--- config.mk ---
export PLATFORM = sky130hd
export DESIGN_NAME = pixel_compositor
export DESIGN_NICKNAME = d
export VERILOG_FILES = /design/src/rtl/pixel_compositor.sv
export SDC_FILE = /design/constraint.sdc
export NUM_CORES = 1
export LEC_CHECK = 0
export BUFFER_PORTS_ARGS = -buffer_cell sky130_fd_sc_hd__buf_2
export CORE_MARGIN = 2
export CORE_UTILIZATION = 39
export DETAILED_ROUTE_END_ITERATION = 12
export GPL_TIMING_DRIVEN = 0
export HOLD_SLACK_MARGIN = 0.12
export PLACE_DENSITY = 0.57
export SLEW_MARGIN = 10
export SYNTH_ARGS = -nofsm -noshare
export SYNTH_HDL_FRONTEND = slang
export SYNTH_SLANG_ARGS = --single-unit
--- constraint.sdc ---
create_clock -name clock -period 2 [get_ports clock]
set_input_delay 0.1 -clock clock [delete_from_list [all_inputs] [get_ports clock]]
set_output_delay 0.1 -clock clock [all_outputs]
set_load 0.005 [all_outputs]
--- src/rtl/pixel_compositor.sv ---
`default_nettype none
// ============================================================================
// Module   : pixel_compositor
// Purpose  : Final video stage ahead of the VGA DAC. A 2-stage pipeline turns
//            game-object area flags into RGB: stage 1 resolves object
//            priority, stage 2 does the palette lookup, the end-of-game
//            effect and blank gating. Sync/blank are delayed by the same two
//            clocks. Also owns the end-of-game FSM (PLAY -> FLASH -> OVER).
// Ports    : clock, reset (async, active-low)
//            active_in, hs_in, vs_in, blank_n_in   - timing generator
//            ball, bar, lava, block_vis[NB-1:0]     - object area flags
//            endgame                                - game over request
//            vga_r/g/b[7:0], vga_hs, vga_vs, vga_blank_n - DAC pins
//            state_o[1:0]                           - 0 PLAY, 1 FLASH, 2 OVER
// Revision : 1.0 - initial release
// ============================================================================
module pixel_compositor #(
  parameter int NB           = 5,
  parameter int FLASH_FRAMES = 60,
  parameter int BLINK_BIT    = 3
) (
  input  logic          clock,
  input  logic          reset,
  input  logic          active_in,
  input  logic          hs_in,
  input  logic          vs_in,
  input  logic          blank_n_in,
  input  logic          ball,
  input  logic          bar,
  input  logic          lava,
  input  logic [NB-1:0] block_vis,
  input  logic          endgame,
  output logic [7:0]    vga_r,
  output logic [7:0]    vga_g,
  output logic [7:0]    vga_b,
  output logic          vga_hs,
  output logic          vga_vs,
  output logic          vga_blank_n,
  output logic [1:0]    state_o
);

  typedef enum logic [1:0] {
    ST_PLAY  = 2'd0,
    ST_FLASH = 2'd1,
    ST_OVER  = 2'd2
  } state_t;

  // Stage 1 stores a palette index rather than a raw object id: ball and bar
  // share white, and blocks 5..9 fold onto blocks 0..4.
  localparam logic [2:0] c_PAL_BG    = 3'd0;
  localparam logic [2:0] c_PAL_WHITE = 3'd1;
  localparam logic [2:0] c_PAL_LAVA  = 3'd2;
  localparam logic [2:0] c_PAL_BLK0  = 3'd3;
  localparam logic [7:0] c_LAST_FRAME = 8'(FLASH_FRAMES - 1);

  logic [2:0]  w_blk_pal;
  logic [2:0]  w_pal_s1;
  logic [2:0]  r_pal;
  logic        r_active;
  logic        r_hs;
  logic        r_vs;
  logic        r_blank_n;
  logic [23:0] w_base;
  logic [23:0] w_fx;

  state_t      r_state;
  state_t      w_state_nxt;
  logic [7:0]  r_frame_cnt;
  logic [7:0]  w_frame_cnt_nxt;
  logic        r_endgame_q;
  logic        r_endgame_low_seen;
  logic        w_tick;
  logic        w_rise;

  // --------------------------------------------------------------------------
  // Stage 1: object priority
  // --------------------------------------------------------------------------
  // Scan from the top down so the lowest set block index is the one kept.
  always_comb begin
    w_blk_pal = c_PAL_BG;
    for (int i = NB - 1; i >= 0; i--) begin
      if (block_vis[i]) w_blk_pal = c_PAL_BLK0 + 3'(i % 5);
    end
  end

  always_comb begin
    w_pal_s1 = c_PAL_BG;
    if (ball)              w_pal_s1 = c_PAL_WHITE;
    else if (|block_vis)   w_pal_s1 = w_blk_pal;
    else if (lava && !bar) w_pal_s1 = c_PAL_LAVA;
    else if (bar)          w_pal_s1 = c_PAL_WHITE;
  end

  always_ff @(posedge clock or negedge reset) begin
    if (!reset) begin
      r_pal     <= c_PAL_BG;
      r_active  <= 1'b0;
      r_hs      <= 1'b1;
      r_vs      <= 1'b1;
      r_blank_n <= 1'b0;
    end else begin
      r_pal     <= w_pal_s1;
      r_active  <= active_in;
      r_hs      <= hs_in;
      r_vs      <= vs_in;
      r_blank_n <= blank_n_in;
    end
  end

  // --------------------------------------------------------------------------
  // Stage 2: palette, end-of-game effect, blank gating
  // --------------------------------------------------------------------------
  always_comb begin
    case (r_pal)
      c_PAL_WHITE: w_base = 24'hFFFFFF;
      c_PAL_LAVA:  w_base = 24'hFF1919;
      3'd3:        w_base = 24'h0AE632;
      3'd4:        w_base = 24'h6432E6;
      3'd5:        w_base = 24'hC86432;
      3'd6:        w_base = 24'h32C864;
      3'd7:        w_base = 24'h6432C8;
      default:     w_base = 24'h000000;
    endcase

    w_fx = w_base;
    // 255 - c on an 8-bit channel is a bitwise invert.
    if (r_state == ST_FLASH && r_frame_cnt[BLINK_BIT])
      w_fx = ~w_base;
    else if (r_state == ST_OVER)
      w_fx = {1'b0, w_base[23:17], 1'b0, w_base[15:9], 1'b0, w_base[7:1]};

    if (!r_active) w_fx = 24'h000000;
  end

  always_ff @(posedge clock or negedge reset) begin
    if (!reset) begin
      vga_r       <= 8'h00;
      vga_g       <= 8'h00;
      vga_b       <= 8'h00;
      vga_hs      <= 1'b1;
      vga_vs      <= 1'b1;
      vga_blank_n <= 1'b0;
    end else begin
      vga_r       <= w_fx[23:16];
      vga_g       <= w_fx[15:8];
      vga_b       <= w_fx[7:0];
      vga_hs      <= r_hs;
      vga_vs      <= r_vs;
      vga_blank_n <= r_blank_n;
    end
  end

  // --------------------------------------------------------------------------
  // End-of-game FSM
  // --------------------------------------------------------------------------
  // Frame tick: the one-cycle-delayed vsync (r_vs) has just fallen; vga_vs
  // holds its previous value.
  assign w_tick = vga_vs & ~r_vs;

  // A rising edge needs endgame to have been seen low since reset, so a game
  // over held through reset does not re-trigger the flash.
  assign w_rise = endgame & ~r_endgame_q & r_endgame_low_seen;

  always_comb begin
    w_state_nxt     = r_state;
    w_frame_cnt_nxt = r_frame_cnt;
    if (!endgame) begin
      w_state_nxt     = ST_PLAY;
      w_frame_cnt_nxt = 8'd0;
    end else begin
      case (r_state)
        ST_PLAY: begin
          // A coincident frame tick is deliberately not counted.
          if (w_rise) begin
            w_state_nxt     = ST_FLASH;
            w_frame_cnt_nxt = 8'd0;
          end
        end
        ST_FLASH: begin
          if (w_tick) begin
            if (r_frame_cnt == c_LAST_FRAME) w_state_nxt = ST_OVER;
            else w_frame_cnt_nxt = r_frame_cnt + 8'd1;
          end
        end
        default: begin
          w_state_nxt = r_state;
        end
      endcase
    end
  end

  always_ff @(posedge clock or negedge reset) begin
    if (!reset) begin
      r_state            <= ST_PLAY;
      r_frame_cnt        <= 8'd0;
      r_endgame_q        <= 1'b0;
      r_endgame_low_seen <= 1'b0;
    end else begin
      r_state            <= w_state_nxt;
      r_frame_cnt        <= w_frame_cnt_nxt;
      r_endgame_q        <= endgame;
      if (!endgame) r_endgame_low_seen <= 1'b1;
    end
  end

  assign state_o = r_state;

endmodule
`default_nettype wire

# Yosys cells after proc, flatten, opt, wreduce, memory -nomap -nowiden

Index checks and enable logic that the tools add are counted.

Word-level logic and storage cells: 67
Flip-flop bits (word level): 46
Output and inout bits: 29

Equal/unequal tests: 15
Multiplexer cells: 23
Reductions and logical operators: 7
Bitwise gates (word level): 6
Add/sub/neg operators: 1

Operator list:

| operator                                                                 | count |
|---|---|
| 24-bit one-hot mux with 7 select lines                                   | 1 |
| 24-bit two-way mux                                                       | 3 |
| 8-bit two-way mux                                                        | 4 |
| 24-bit inverter                                                          | 1 |
| 3-bit two-way mux                                                        | 7 |
| 8-bit one-hot mux with 2 select lines                                    | 1 |
| 3-bit equality test (second input constant)                              | 4 |
| 2-bit two-way mux                                                        | 5 |
| 3-bit inequality test (second input constant)                            | 3 |
| 8-bit by 1-bit adder with 8-bit output (second input constant)           | 1 |
| 8-bit by 6-bit equality test with 1-bit output (second input constant)   | 1 |
| 4-bit AND reduction                                                      | 2 |
| 3-bit by 2-bit equality test with 1-bit output (second input constant)   | 2 |
| 5-bit OR reduction                                                       | 1 |
| 2-bit one-hot mux with 2 select lines                                    | 1 |
| 1-bit bitwise AND                                                        | 3 |
| 3-bit by 1-bit equality test with 1-bit output (second input constant)   | 1 |
| 3-bit by 1-bit inequality test with 1-bit output (second input constant) | 1 |
| 3-bit by 2-bit inequality test with 1-bit output (second input constant) | 1 |
| 2-bit by 1-bit equality test with 1-bit output (second input constant)   | 1 |
| 2-bit equality test (second input constant)                              | 1 |
| 1-bit logical AND                                                        | 2 |
| 2-bit zero test                                                          | 1 |
| 1-bit inverter                                                           | 2 |
| 2 further kinds                                                          | 2 |

# Logic depth before layout (Yosys ltp)

Gate-level depths: netlist of the first run.

Depth after elaboration: 7
Gate-level depth with buffers: 7

# Worst setup path before layout of the first run

No wires, ideal clock.

Path type: register -> register
Start: reg r_state[0] (netlist: state_o[0])
End: reg vga_g[0]
Data arrival time: 1396 ps
Buffers on the path: 2
Cell stages (with the launch flop): 7
Setup slack: 485 ps
Cell sequence: dfrtp_1 > buf_4 > nand2b_1 > buf_4 > a311oi_1 > a21oi_1 > o21a_1

Longest elaborated chain between the ends: 4
Elaborated cells on any way between the ends: 6
Classes of those cells: eq/ne: 2; mux: 3; reduce/logical: 1

RTL lines:

| item                                                                                  | line     | text |
|---|---|---|
| from (decl)                                                                           | 66       | `state_t r_state;` |
| from (signal assigned)                                                                | 199      | `r_state <= w_state_nxt;` |
| 2-bit equality test or 2-bit by 1-bit equality test with 1-bit output (tied branches) | 129, 127 |  |
| 24-bit two-way mux or 1-bit logical AND (tied branches)                               | 129, 127 |  |
| 24-bit two-way mux *                                                                  | 127      | `if (r_state == ST_FLASH && r_frame_cnt[BLINK_BIT])` |
| 24-bit two-way mux *                                                                  | 132      | `if (!r_active) w_fx = 24'h000000;` |
| net w_fx[8]                                                                           | 64       | `logic [23:0] w_fx;` |
| to (signal assigned)                                                                  | 145      | `vga_g <= w_fx[15:8];` |
| to (decl)                                                                             | 34       | `output logic [7:0] vga_g,` |

The timed path passes the listed nets; every way through them passes the cells marked *.
A chain may end at the register's enable or synchronous reset.

# Worst setup path in the final report of the first run

Start: reg r_state[0] (netlist: state_o[0])
End: reg vga_r[3]

Longest elaborated chain between the ends: 4
Elaborated cells on any way between the ends: 6
Classes of those cells: eq/ne: 2; mux: 3; reduce/logical: 1

RTL lines:

| item                                                                                  | line     | text |
|---|---|---|
| 2-bit equality test or 2-bit by 1-bit equality test with 1-bit output (tied branches) | 129, 127 |  |
| 24-bit two-way mux or 1-bit logical AND (tied branches)                               | 129, 127 |  |
| 24-bit two-way mux *                                                                  | 127      |  |
| 24-bit two-way mux *                                                                  | 132      |  |
| net w_fx[19]                                                                          | 64       |  |
| to (signal assigned)                                                                  | 144      | `vga_r <= w_fx[23:16];` |
| to (decl)                                                                             | 33       | `output logic [7:0] vga_r,` |

Marks and branches as above.

==> results.yml, run 1 <==
yosys:
  post_synth_num_cell_types: 55
  syn_nets: 294
  yosys-top-cells-area: "dfrtp_1, a21oi_1, dfstp_2, o21ai_0, nand2_1"
  ys_ff_latch: 46
  post_synth_inst_count: 278
  synth_top_area_share_pct: 40.15
  yosysTopAreaCell: "dfrtp_1"
  async_reset_ff_share_pct: 100.0
  yosys_warnings: 0
  synth_ff_type: "dfrtp_1"
  synth-edff-count: 0
  syn_area_um2: 2618
  seq_area_frac_synth_pct: 44.17
  avgSynthCellArea_um2: 9.416
routing:
  routed_wl_um: 6453
  drtAntennaViolNets: 0
  vias: 2300
  routed_via_density: 5.516
  firstDrtPassIters: 4
  drtIter0Drc: 226
  drc: 0
  wire_per_inst_um: 15.47
worst_setup_path:
  cp.arrival_ns: 1.92
  critPathBufInv: 1
  worst_path_dominant_cell_family: "simple AND/OR/NAND/NOR gates"
  critPathKind: "reg -> reg"
  critPathLaunchType: "flop"
  cpPeakStageDelay_ns: 0.54
  worstSetupEndpointType: "flop"
  cp.required_ns: 2.19
  cpMaxStageDelayCell: "nor4bb_1"
  cp_cell_sequence: "buf_4 -> nor4bb_1 -> o21ai_0 -> o211ai_1 -> nor2_1"
  path_max_fanout: 10
global_route:
  globalRouteOverflowTotal: 0
  antenna_found_initial: 0
  track_usage_pct: 18.82
  grt_max_degree: 47
  grt_pass1_vias: 2226
  grt_pass1_wl_um: 11100
clock_tree:
  clock_latency_ns: 0.31
  cts_tree: "built"
  htree_levels: 2
  cts_num_sinks: 46
  clk_path_buf_depth: 2
  clk_pin_slew_ns: 0.09
  root_buffer: "clkbuf_8"
  numCtsBuffers: 5
placed_design:
  gp_congestion: 1.025
  dp_hpwl_um: 4542
  portBuffers: 43
layout:
  finalCoreUtilization_pct: 49.46
  drive_gt1_share_pct: 23.82
  num_antenna_cells: 0
  area_growth_pct: 21.37
  final_nets: 355
timing:
  hold_viol_final: 0
  fmax_mhz: 577.6
  setup_viol: 0
  slew_headroom_pct: 33.15
  worstMarginPinSlew_ns: 1.003
  slew_violations: 0
  setup_tns_ns: 0
  period_needed_ns: 1.731
  grt_setup_unrepaired: "no"
  finalCritPeriodShare_pct: 86.56
  clock_skew_ns: 0.008093
die:
  num_rows: 29
  start_util_pct: 40.76
  coreArea_um2: 6422
  ios: 44
  die_area_um2: 7383
  die_h_um: 85.93
  die_x_um: 85.93
worst_hold_path:
  min_path_type: "in -> reg"
power_and_ir_drop:
  p_per_area_nw_per_um2: 685.6
  leakage_nw: 1.443
  ir_drop_uv: 318.5
outcome:
  status: "completed"
job:
  drv_cap: 0
[what timing repair did]
item / 4_1_cts / 5_1_grt
hold endpoints to repair: 52 / 0
setup buffers: 0 / 0
gates resized for setup: 0 / 0
hold buffers: 11 / 0
[state kept, by name, summed over array words and instances (netlist names)]
signal,count
r_blank_n,1
r_pal,3
r_active,1
r_frame_cnt,8
vga_blank_n,1
vga_b,8
vga_vs,1
vga_g,8
r_endgame_low_seen,1
r_vs,1
r_hs,1
vga_r,8
r_endgame_q,1
vga_hs,1
state_o,2
[per-layer routing]
| metal | track usage, % | routed length (um) | share of wire [%] |
|---|---|---|---|
| met1 | 25.73 | 3008 | 47 |
| met2 | 30.80 | 2989 | 46 |
| met3 | 2.984 | 308 | 4.8 |
| met4 | 5.483 | 147 | 2.3 |
| met5 | 0 | 0 | 0 |
[logic make-up (layout without fill, tap and decap cells)]
kind of cell | Yosys count | after routing | synth area share (%)
buffers and inverters | 32 | 94 | 6.310
multiplexers | 4 | 4 | 1.530
AO/OA/AOI/OAI | 93 | 93 | 23.09
adder cells (fa/ha/maj) | 2 | 2 | 0.8604
flip-flops | 46 | 46 | 44.17
AND/OR/NAND/NOR | 93 | 93 | 20.65
XOR/XNOR | 8 | 8 | 3.394
[layout make-up]
type,count,area (um^2)
Buffer,25,138.9
Fill cell,649,3246
Tap cell,77,96.34
Sequential cell,46,1156
Clock buffer,5,68.82
Clock inverter,3,68.82
Inverter,7,26.28
Multi-Input combinational cell,200,1296
Timing Repair Buffer,54,325.3
[layout by cell type (no fill, tap or decap), drive strengths merged, types with 3 or more instances in the layout]
master	instances
a21boi	5
a21o	4
a21oi	27
and2	5
and3	4
and4bb	3
buf	61
clkbuf	12
dfrtp	42
dfstp	4
dlygate4sd3	11
inv	6
mux2i	4
nand2	22
nand2b	7
nand3	7
nand4	3
nor2	19
nor2b	6
nor3	3
o211ai	7
o21a	5
o21ai	21
o22ai	6
or3	4
xnor2	3
xor2	5
[report_power, final]
part	leakage [nW]	switching, mW	internal, mW
Clock	0.0683	0.340	0.501
Sequential	0.572	0.0184	0.987
Combinational	0.803	0.184	0.148
Total	1.44	0.542	1.64
[path summary, 6_finish.rpt]
kind | from | endpoint | slack, ns | cells past startpoint
min | block_vis[4] | r_pal[2] | 0.13 | 3
max in group asynchronous | reset | vga_g[0] | 0.88 | 2
min reg2reg | r_blank_n | vga_blank_n | 0.36 | 0
max | state_o[0] | vga_r[3] | 0.27 | 5
max reg2reg | state_o[0] | vga_r[3] | 0.27 | 5
min in group asynchronous | reset | vga_r[6] | 0.49 | 2
[worst register-to-register path, delay by kind of cell, from the launching register on]
family                 cells  cell delay (ns)
AND/OR/NAND/NOR            2             0.62
flip-flops                 1             0.49
AO/OA/AOI/OAI              2             0.29
buffers and inverters      1             0.22
[cells in the mapped netlist, drive strengths merged, types with 3 or more instances]
cell	number
dfrtp	42
a21oi	27
nand2	22
o21ai	21
nor2	19
buf	18
clkbuf	7
nand2b	7
nand3	7
o211ai	7
inv	6
nor2b	6
o22ai	6
a21boi	5
and2	5
o21a	5
xor2	5
a21o	4
and3	4
dfstp	4
mux2i	4
or3	4
and4bb	3
nand4	3
nor3	3
xnor2	3
[per-stage QoR]
step	area (um^2)	total power, mW	cells	setup slack, ns	hold slack (ns)
6_report	3177	2.178	417	0.2688	0.1281
5_1_grt	3177	2.273	417	0.1158	0.1446
4_1_cts	3177	2.204	417	0.2956	0.1331
3_5_place_dp	2929	1.339	398	0.3169	0.2065
3_3_place_gp	2929	1.340	398	0.3006	0.2053
2_1_floorplan	2618	1.215	278	0.4853	-0.1956
Note: power is estimated with default switching activity, not from simulation.
==> inputs of run 2 (changes only) <==
--- a/config.mk
+++ b/config.mk
@@ -11,7 +11,7 @@
 export DETAILED_ROUTE_END_ITERATION = 12
 export GPL_TIMING_DRIVEN = 0
 export HOLD_SLACK_MARGIN = 0.12
-export PLACE_DENSITY = 0.57
+export PLACE_DENSITY = 0.65
 export SLEW_MARGIN = 10
 export SYNTH_ARGS = -nofsm -noshare
 export SYNTH_HDL_FRONTEND = slang
==> run 2 against run 1 <==
  * Via count is 2.9% higher
  * Global-route usage up 0.15 points
  * Die area is the same
  * Routed wire length rose by 2.7%
  * Sequential power about the same
  * Combinational power increased by 2%
  * Cell area shrank 0.91%
  * Register-to-register slack is essentially flat
  * Hold slack better by 0.0061 ns
  * Sequential share of layout area rose by 0.33 points
  * Critical path type unchanged
  * Highest routed layer unchanged
==> results.yml, run 2 (synthesis results as in run 1) <==
outcome:
  status: "completed"
power_and_ir_drop:
  ir_drop_uv: 299.5
  p_per_area_nw_per_um2: 643.4
  finalPower_mw: 2.025
  leakage_nw: 1.433
global_route:
  busiest_layer: "met2"
  grt_max_degree: 47
  globalRouteOverflowTotal: 0
  antenna_found_initial: 0
  use_met3_pct: 4.235
  grt_pass1_vias: 2261
  grt_use_met1_pct: 25.55
  grt_util_met2_pct: 29.03
  track_usage_pct: 18.98
  grt_pass1_wl_um: 11040
timing:
  hold_viol_final: 0
  grt_setup_unrepaired: "no"
  slew_violations: 0
  setup_tns_ns: 0
  fmax_mhz: 574.8
  finalCritPeriodShare_pct: 86.98
  slew_headroom_pct: 34.75
  clock_skew_ns: 0.004479
  period_needed_ns: 1.740
  worstMarginPinSlew_ns: 0.9788
  setup_viol: 0
layout:
  fill_cells: 628
  area_growth_pct: 20.27
  mostFrequentLayoutCell: "buf_2"
  layout_common_cells: "buf_2, dfrtp_1, a21oi_1, nand2_1, o21ai_0"
  layout.cells.non_filler: 417
  drive_gt1_share_pct: 23.82
  num_antenna_cells: 0
  final_nets: 355
clock_tree:
  numCtsBuffers: 5
  clock_latency_ns: 0.30
  root_buffer: "clkbuf_8"
  cts_num_sinks: 46
  clk_path_buf_depth: 2
  htree_levels: 2
  clk_pin_slew_ns: 0.09
  cts_resized: 0
  cts_tree: "built"
worst_setup_path:
  critPathKind: "reg -> reg"
  cp.required_ns: 2.17
  r2r_cells: 5
  worstSetupEndpointType: "flop"
  cp.arrival_ns: 1.91
  path_max_fanout: 10
  critPathLaunchType: "flop"
routing:
  vias: 2366
  wire_per_inst_um: 15.90
  drtIter0Drc: 177
  routed_via_density: 5.674
  drtAntennaViolNets: 0
  routed_wl_um: 6629
  drc: 0
  firstDrtPassIters: 5
die:
  start_util_pct: 40.76
  ios: 44
  die_x_um: 85.93
  coreArea_um2: 6422
  num_rows: 29
  die_h_um: 85.93
  die_area_um2: 7383
placed_design:
  dp_cells: 398
  gp_congestion: 0.9618
  dp_hpwl_um: 4506
  portBuffers: 43
job:
  drv_cap: 0
worst_hold_path:
  min_path_type: "in -> reg"
  whs_path_depth: 3
==> run 2: timing repair <==
item                       CTS  global route
setup endpoints to repair    0             0
setup buffers                0             0
hold endpoints to repair    52             0
hold buffers                11             0
==> run 2: through the flow <==
stage                     hold slack, ns  cell area (um^2)  util (%)  setup WS (ns)
after detailed placement          0.2061              2929     45.61         0.3243
after CTS                         0.1249              3148     49.02         0.3002
after global routing              0.1425              3148     49.02         0.1046
final                             0.1342              3148     49.02         0.2603
after floorplan                  -0.1956              2618         -         0.4853
after global placement            0.2047              2929     45.61         0.2864
==> run 2: final timing paths <==
check,startpoint,endpoint,slack (ns)
max reg2reg,state_o[1],vga_b[5],0.26
max,state_o[1],vga_b[5],0.26
max in group asynchronous,reset,vga_b[4],0.89
min reg2reg,r_blank_n,vga_blank_n,0.36
min in group asynchronous,reset,vga_r[4],0.50
min,block_vis[2],r_pal[2],0.13
==> run 2: where the power goes <==
group          internal [mW]  leakage [nW]  switching (mW)
combinational          0.148         0.803           0.189
sequential             0.987         0.572          0.0180
clock                  0.368        0.0579           0.316
total                   1.50          1.43           0.522
==> run 2: area by class of cell <==
type / instances / area, um^2 / area share [%]
Buffer: 25 / 138.9 / 4.412
Timing Repair Buffer: 54 / 325.3 / 10.33
Clock buffer: 5 / 68.82 / 2.186
Tap cell: 77 / 96.34 / 3.060
Multi-Input combinational cell: 200 / 1296 / 41.18
Sequential cell: 46 / 1156 / 36.72
Inverter: 7 / 26.28 / 0.8347
Clock inverter: 3 / 40.04 / 1.272
==> run 2: worst max-delay path: stages (launching register included) <==
cell	delay [ns]
dfrtp_1	0.47
buf_4	0.20
nand3b_4	0.26
buf_6	0.21
o311ai_0	0.39
a21oi_1	0.07
==> run 2: routing by layer <==
layer  up-vias  wire length (um)  share of wire (%)
met5         -                 0                  0
met4         0               190                2.9
met3        19               454                6.8
met2       118              2946                 44
met1      1114              3037                 46
li1       1115                 -                  -
